### config.mk
export PLATFORM = sky130hd
export DESIGN_NAME = board_input_ctrl_flat
export DESIGN_NICKNAME = d
export VERILOG_FILES = /design/src/rtl/board_input_ctrl_if.sv /design/src/rtl/board_input_ctrl.sv /design/src/flat_wrapper.sv
export SDC_FILE = /design/constraint.sdc
export NUM_CORES = 1
export LEC_CHECK = 0
export CAP_MARGIN = 40
export CORE_MARGIN = 8
export CORE_UTILIZATION = 25
export CTS_BUF_LIST = sky130_fd_sc_hd__clkbuf_4
export CTS_CLUSTER_DIAMETER = 120
export DETAILED_ROUTE_END_ITERATION = 8
export PLACE_DENSITY = 0.49
export SLEW_MARGIN = 15
export SYNTH_ARGS = -nofsm -noshare
export SYNTH_HDL_FRONTEND = slang
export SYNTH_SLANG_ARGS = --single-unit
### constraint.sdc
create_clock -name clk -period 2.91 [get_ports clk]
set_input_delay 0.291 -clock clk [delete_from_list [all_inputs] [get_ports clk]]
set_output_delay 0.291 -clock clk [all_outputs]
set_load 0.1 [all_outputs]
### src/rtl/board_input_ctrl_if.sv
// Front-panel bus between the raw board inputs and the conditioned outputs
// that feed the CPU wrapper and the display mux.
interface board_input_ctrl_if #(
   parameter int ADDR_W = 10
);
   logic              go;
   logic              addrI;
   logic              hFreq;
   logic [2:0]        dataSel;
   logic              go_pulse;
   logic              addr_step;
   logic [ADDR_W-1:0] memAddr;
   logic              hfreq_q;
   logic [2:0]        sel_q;

   // The panel side drives raw buttons/switches and watches the clean results
   modport master (
      output go, addrI, hFreq, dataSel,
      input  go_pulse, addr_step, memAddr, hfreq_q, sel_q
   );

   // The conditioner consumes raw inputs and produces the clean results
   modport slave (
      input  go, addrI, hFreq, dataSel,
      output go_pulse, addr_step, memAddr, hfreq_q, sel_q
   );
endinterface

### src/rtl/board_input_ctrl.sv
// Front-panel input conditioner: synchronises and debounces the go / addrI
// buttons and the hFreq / dataSel switches, produces one-cycle press pulses,
// filtered switch levels and the memory-inspection address with auto-repeat.
module board_input_ctrl #(
   parameter int ADDR_W          = 10,
   parameter int ADDR_MAX        = 1023,
   parameter int DEBOUNCE_CYCLES = 8,
   parameter int HOLD_CYCLES     = 167,
   parameter int REPEAT_CYCLES   = 33
) (
   input logic                clk,
   input logic                rst,
   board_input_ctrl_if.slave  bus
);

   localparam int CNT_W    = (DEBOUNCE_CYCLES > 2) ? $clog2(DEBOUNCE_CYCLES) : 1;
   localparam int HOLD_MAX = (HOLD_CYCLES > REPEAT_CYCLES) ? HOLD_CYCLES : REPEAT_CYCLES;
   localparam int HOLD_W   = (HOLD_MAX > 2) ? $clog2(HOLD_MAX) : 1;

   localparam logic [CNT_W-1:0]  DEB_LAST    = CNT_W'(DEBOUNCE_CYCLES - 1);
   localparam logic [CNT_W-1:0]  CNT_ONE     = CNT_W'(1);
   localparam logic [HOLD_W-1:0] HOLD_LAST   = HOLD_W'(HOLD_CYCLES - 1);
   localparam logic [HOLD_W-1:0] REPEAT_LAST = HOLD_W'(REPEAT_CYCLES - 1);
   localparam logic [ADDR_W-1:0] ADDR_LAST   = ADDR_W'(ADDR_MAX);

   typedef enum logic [1:0] {
      BTN_IDLE,
      BTN_ARM,
      BTN_PRESSED,
      BTN_REL
   } btn_state_t;

   logic [5:0] raw_in;
   logic [5:0] sync_a;
   logic [5:0] sync_b;
   logic [1:0] btn_s;
   logic [3:0] lvl_s;

   btn_state_t       btn_state    [2];
   btn_state_t       btn_next     [2];
   logic [CNT_W-1:0] btn_cnt      [2];
   logic [CNT_W-1:0] btn_cnt_next [2];
   logic [1:0]       btn_accept;

   logic [HOLD_W-1:0] hold_cnt;
   logic              repeating;
   logic              hold_done;
   logic              repeat_tick;

   logic [3:0]       lvl_q;
   logic [3:0]       lvl_next;
   logic [CNT_W-1:0] lvl_cnt      [4];
   logic [CNT_W-1:0] lvl_cnt_next [4];

   logic              go_pulse_q;
   logic              addr_step_q;
   logic [ADDR_W-1:0] mem_addr_q;
   logic              step_req;
   logic              sel_clear;

   // Bit order: [0]=go, [1]=addrI, [2]=hFreq, [5:3]=dataSel
   assign raw_in = {bus.dataSel, bus.hFreq, bus.addrI, bus.go};
   assign btn_s  = sync_b[1:0];
   assign lvl_s  = sync_b[5:2];

   // Two-flop synchroniser for every raw input; also keeps a button held across
   // reset release from being seen for two cycles
   always_ff @(posedge clk or negedge rst) begin
      if (!rst) begin
         sync_a <= '0;
         sync_b <= '0;
      end else begin
         sync_a <= raw_in;
         sync_b <= sync_a;
      end
   end

   // Button debounce next-state: a press is accepted only after the synced
   // input has stayed high through ARM, and release must stay low through REL
   always_comb begin
      for (int i = 0; i < 2; i++) begin
         btn_next[i]     = btn_state[i];
         btn_cnt_next[i] = btn_cnt[i];
         btn_accept[i]   = 1'b0;
         case (btn_state[i])
            BTN_IDLE: begin
               if (btn_s[i]) begin
                  btn_next[i]     = BTN_ARM;
                  btn_cnt_next[i] = CNT_ONE;
               end
            end
            BTN_ARM: begin
               if (!btn_s[i]) begin
                  btn_next[i]     = BTN_IDLE;
                  btn_cnt_next[i] = '0;
               end else if (btn_cnt[i] == DEB_LAST) begin
                  btn_next[i]     = BTN_PRESSED;
                  btn_cnt_next[i] = '0;
                  btn_accept[i]   = 1'b1;
               end else begin
                  btn_cnt_next[i] = btn_cnt[i] + CNT_ONE;
               end
            end
            BTN_PRESSED: begin
               if (!btn_s[i]) begin
                  btn_next[i]     = BTN_REL;
                  btn_cnt_next[i] = CNT_ONE;
               end
            end
            BTN_REL: begin
               if (btn_s[i]) begin
                  btn_next[i]     = BTN_PRESSED;
                  btn_cnt_next[i] = '0;
               end else if (btn_cnt[i] == DEB_LAST) begin
                  btn_next[i]     = BTN_IDLE;
                  btn_cnt_next[i] = '0;
               end else begin
                  btn_cnt_next[i] = btn_cnt[i] + CNT_ONE;
               end
            end
            default: begin
               btn_next[i]     = BTN_IDLE;
               btn_cnt_next[i] = '0;
            end
         endcase
      end
   end

   // Button state and debounce counter registers
   always_ff @(posedge clk or negedge rst) begin
      if (!rst) begin
         for (int i = 0; i < 2; i++) begin
            btn_state[i] <= BTN_IDLE;
            btn_cnt[i]   <= '0;
         end
      end else begin
         for (int i = 0; i < 2; i++) begin
            btn_state[i] <= btn_next[i];
            btn_cnt[i]   <= btn_cnt_next[i];
         end
      end
   end

   // Auto-repeat fires once the hold interval has elapsed, then at the repeat interval
   always_comb begin
      hold_done   = repeating ? (hold_cnt == REPEAT_LAST) : (hold_cnt == HOLD_LAST);
      repeat_tick = (btn_state[1] == BTN_PRESSED) && btn_s[1] && hold_done;
   end

   // addrI hold counter: runs only while pressed, frozen during release bounce,
   // cleared once the button is back in IDLE
   always_ff @(posedge clk or negedge rst) begin
      if (!rst) begin
         hold_cnt  <= '0;
         repeating <= 1'b0;
      end else if (btn_state[1] == BTN_IDLE) begin
         hold_cnt  <= '0;
         repeating <= 1'b0;
      end else if ((btn_state[1] == BTN_PRESSED) && btn_s[1]) begin
         if (hold_done) begin
            hold_cnt  <= '0;
            repeating <= 1'b1;
         end else begin
            hold_cnt <= hold_cnt + 1'b1;
         end
      end
   end

   // Level filters: each switch bit adopts the synced value after it has
   // differed from the output for the full debounce window without a break
   always_comb begin
      for (int i = 0; i < 4; i++) begin
         lvl_next[i]     = lvl_q[i];
         lvl_cnt_next[i] = '0;
         if (lvl_s[i] != lvl_q[i]) begin
            if (lvl_cnt[i] == DEB_LAST) begin
               lvl_next[i] = lvl_s[i];
            end else begin
               lvl_cnt_next[i] = lvl_cnt[i] + CNT_ONE;
            end
         end
      end
   end

   // Level filter registers
   always_ff @(posedge clk or negedge rst) begin
      if (!rst) begin
         lvl_q <= '0;
         for (int i = 0; i < 4; i++) begin
            lvl_cnt[i] <= '0;
         end
      end else begin
         lvl_q <= lvl_next;
         for (int i = 0; i < 4; i++) begin
            lvl_cnt[i] <= lvl_cnt_next[i];
         end
      end
   end

   // Clear uses the incoming dataSel[2] level so a clear landing on the same
   // edge as a step request wins and the outputs stay mutually consistent
   assign step_req  = btn_accept[1] | repeat_tick;
   assign sel_clear = ~lvl_next[3];

   // Press pulse and memory-inspection address with wrap at ADDR_MAX
   always_ff @(posedge clk or negedge rst) begin
      if (!rst) begin
         go_pulse_q  <= 1'b0;
         addr_step_q <= 1'b0;
         mem_addr_q  <= '0;
      end else begin
         go_pulse_q  <= btn_accept[0];
         addr_step_q <= 1'b0;
         if (sel_clear) begin
            mem_addr_q <= '0;
         end else if (step_req) begin
            mem_addr_q  <= (mem_addr_q == ADDR_LAST) ? '0 : mem_addr_q + 1'b1;
            addr_step_q <= 1'b1;
         end
      end
   end

   assign bus.go_pulse  = go_pulse_q;
   assign bus.addr_step = addr_step_q;
   assign bus.memAddr   = mem_addr_q;
   assign bus.hfreq_q   = lvl_q[0];
   assign bus.sel_q     = lvl_q[3:1];

endmodule
### src/flat_wrapper.sv
// flat-port wrapper written by rule: the top's interface ports become plain ports
module board_input_ctrl_flat 
#(
   parameter int ADDR_W          = 10,
   parameter int ADDR_MAX        = 1023,
   parameter int DEBOUNCE_CYCLES = 8,
   parameter int HOLD_CYCLES     = 167,
   parameter int REPEAT_CYCLES   = 33
)
  (clk, rst, bus_go, bus_addrI, bus_hFreq, bus_dataSel, bus_go_pulse, bus_addr_step, bus_memAddr, bus_hfreq_q, bus_sel_q);
  board_input_ctrl_if #(.ADDR_W(ADDR_W)) bus_i ();
  input logic clk;
  input logic rst;
  input wire logic [$bits(bus_i.go)-1:0] bus_go;
  input wire logic [$bits(bus_i.addrI)-1:0] bus_addrI;
  input wire logic [$bits(bus_i.hFreq)-1:0] bus_hFreq;
  input wire logic [$bits(bus_i.dataSel)-1:0] bus_dataSel;
  output wire logic [$bits(bus_i.go_pulse)-1:0] bus_go_pulse;
  output wire logic [$bits(bus_i.addr_step)-1:0] bus_addr_step;
  output wire logic [$bits(bus_i.memAddr)-1:0] bus_memAddr;
  output wire logic [$bits(bus_i.hfreq_q)-1:0] bus_hfreq_q;
  output wire logic [$bits(bus_i.sel_q)-1:0] bus_sel_q;
  assign bus_i.go = bus_go;
  assign bus_i.addrI = bus_addrI;
  assign bus_i.hFreq = bus_hFreq;
  assign bus_i.dataSel = bus_dataSel;
  assign bus_go_pulse = bus_i.go_pulse;
  assign bus_addr_step = bus_i.addr_step;
  assign bus_memAddr = bus_i.memAddr;
  assign bus_hfreq_q = bus_i.hfreq_q;
  assign bus_sel_q = bus_i.sel_q;
  board_input_ctrl #(.ADDR_W(ADDR_W), .ADDR_MAX(ADDR_MAX), .DEBOUNCE_CYCLES(DEBOUNCE_CYCLES), .HOLD_CYCLES(HOLD_CYCLES), .REPEAT_CYCLES(REPEAT_CYCLES)) u_core (.clk(clk), .rst(rst), .bus(bus_i));
endmodule
==> results.cfg <==
[run_status]
run_status = finished clean

[flow_run]
maxCapViolCount = 0

[worst_setup_path]
max_fo_critical_path = 15
crit_path_start_kind = register
ff2ff_setup_slack_ns = 0.83
worst_setup_path_end_kind = register
cp.required_ns = 3.24
path_class = register to register
worst-endpoint-arrival_ns = 2.41

[power]
design_power_total_mw = 2.232
powerDensity_nw_per_um2 = 738.7
power.ir.vdd_worst_mv = 0.3038
leakagePower_nw = 1.426

[routing]
routed_wire_length_per_instance_um = 12.51
totalWireLength_um = 4828
vias = 1704
antenna_left = 0
first_pass_drt_iterations = 4
detail_route.vias_per_cell = 4.415
drc_violations_left = 0
drt_first_iter_violations = 58

[layout]
multi_input_comb_area_um2 = 1025
layout.filler_cells = 1026
synthToLayoutAreaGrowth_pct = 19.55
area.sequential_um2 = 1476
design.final.nets = 272
post_route_cells_drive_above_1_share = 0.1542
antenna-diode-count = 0

[timing]
tns_ns = 0
hold_viol = 0
unrepaired_setup_endpoints_after_global_routing = false
timing.fmax_mhz = 481.2
final.period_utilization = 0.7141
setup_violations = 0
max_slew_margin = 0.6171
fin_worst_skew_ns = 0.01136
final_period_minus_worst_setup_slack_ns = 2.078
timing_max_transition_violations_final = 0
worst_pin_slew_ns = 0.5669

[floorplan]
die_x_um = 116.5
core_region_area_um2 = 9774
dieHeight_um = 116.5
die-area_um2 = 13580
rows = 36
top_level_ports = 24
initial_core_util = 0.2586

[logic_synthesis]
syn-instance-count = 214
syn_area_per_cell_um2 = 11.81
ys_seq_area_frac = 0.5842
fraction_of_synthesis_flops_using_an_asynchronous_set_or_reset_pin = 1.000
synth.lib_cells_used.distinct = 42
synth_enable_flop_cells = 0
ys_top_cells_by_area = dfrtp_1 (58%), ha_1 (7.4%), xor2_1 (3.5%)
yosysTopAreaCellShare = 0.5842
synthesis.area_um2 = 2527
synthesis.nets = 237
synth_top_cell_by_area = dfrtp_1
synth.ff_latch_count = 59
synth_common_cells = dfrtp_1 (59), nand2_1 (22), ha_1 (15), nor2_1 (13), nand3_1 (11)
yosysWarnings = 0
synthMostInstantiatedCell = dfrtp_1
synth_flop_cell = dfrtp_1

[global_route]
pin_count_of_the_biggest_net_entering_global_routing = 23
grt_use_total = 0.08212
number_of_global_route_vias_before_repair = 1789
grt_antenna_before_repair = 0
grt_pass1_wl_um = 8680
grt-ovfl-total = 0

[worst_hold_path]
class_of_the_worst_hold_path = input pin to register

[clocking]
cts-buffers-inserted = 9
post_cts_resize_count = 0
ctsLongestPathBuffers = 2
htree_levels = 3
clock_tree_from_tritoncts = done
clk_root_buf = clkbuf_4
cts_setup_buffers = 0
clk_transition_reported_paths_ns = 0.10
worst_skew_pair.late_latency_ns = 0.40
clock_sink_count = 59

[placement]
number_of_buffers_added_on_ports = 23
hpwl_um = 3414
gp_congestion = 0.7438
-- worst max-delay path: stages (launching register included) --
cell and delay (ns):
dfrtp_1 0.37, ha_1 0.19, ha_1 0.15, nand2_1 0.08, or2_1 0.24, a21o_1 0.30
or4_1 0.54, a21oi_1 0.15
-- area by class of cell --
type / instances / share of cell area
tap: 133 / 0.05507
clock inverter: 4 / 0.01408
multi-input combinational: 149 / 0.3391
inverter: 3 / 0.003727
timing repair buffer: 27 / 0.07205
sequential: 59 / 0.4886
clock buffer: 11 / 0.02733
-- cells in the final DEF, fill, tap and decap left out, types with 6 or more instances in the layout --
cell type and instances:
ha_1 15, dfrtp_1 59, clkdlybuf4s50_1 6, nor3b_1 6, nand2_1 22, xor2_1 10, clkbuf_4 11, and2_1 8
o21ai_0 8, nor2_1 13, nand3_1 11, buf_4 19
-- routing by layer --
layer | vias up | track usage | routed length [µm]
met5 | - | 0 | 0
met4 | 0 | 0.03328 | 78
met3 | 11 | 0.03775 | 261
met2 | 23 | 0.1237 | 2221
met1 | 822 | 0.09963 | 2267
li1 | 848 | - | -
-- cell families after synthesis --
| kind of cell | synth area share |
|---|---|
| fa+ha+maj | 0.07426 |
| buf+inv | 0.01039 |
| xor+xnor | 0.03812 |
| compound gates | 0.08515 |
| flops | 0.5842 |
| simple gates | 0.1861 |
| mux | 0.02178 |
-- stage by stage --
stage / utilization / setup slack [ns] / hold WS, ns / cells / cell area (µm²)
after floorplan: - / 0.5214 / -0.004591 / 214 / 2527
after global placement: 0.2953 / 0.8614 / 0.2378 / 370 / 2887
after detailed placement: 0.2953 / 0.8361 / 0.2480 / 370 / 2887
after CTS: 0.3091 / 0.7988 / 0.2848 / 386 / 3022
after global routing: 0.3091 / 0.6021 / 0.2810 / 386 / 3022
final: 0.3091 / 0.8319 / 0.3257 / 386 / 3022
-- registers in the layout (all words and copies together) (netlist names), named ones only --
signal / flops
u_core.bus.go_pulse: 1
u_core.sync_b: 6
u_core.sync_a: 6
u_core.btn_state: 2
u_core.repeating: 1
u_core.btn_cnt: 6
u_core.bus.addr_step: 1
u_core.lvl_q: 4
u_core.lvl_cnt: 12
u_core.bus.memAddr: 10
u_core.hold_cnt: 8
-- where the power goes --
part	leakage [nW]	switching, mW	internal (mW)	total [mW]
Combinational	0.581	0.402	0.216	0.618
Sequential	0.773	0.102	0.962	1.06
Clock	0.0718	0.280	0.270	0.551
-- worst paths after layout --
check,depth (start not counted),startpoint,endpoint
worst max-delay path,7,u_core.btn_cnt[0],u_core.bus.memAddr[6]
worst min-delay path,1,bus_addrI,u_core.sync_a[1]
worst max register to register,7,u_core.btn_cnt[0],u_core.bus.memAddr[6]
worst min register to register,0,u_core.sync_a[3],u_core.sync_b[3]
min in group asynchronous,2,rst,u_core.btn_cnt[3]
max in group asynchronous,3,rst,u_core.hold_cnt[0]
-- what timing repair did --
action,in CTS,in global routing
endpoints found under the setup margin,0,0
endpoints found under the hold margin,15,0
hold buffers,1,0
No activity file was read; power rests on OpenSTA's default activity.
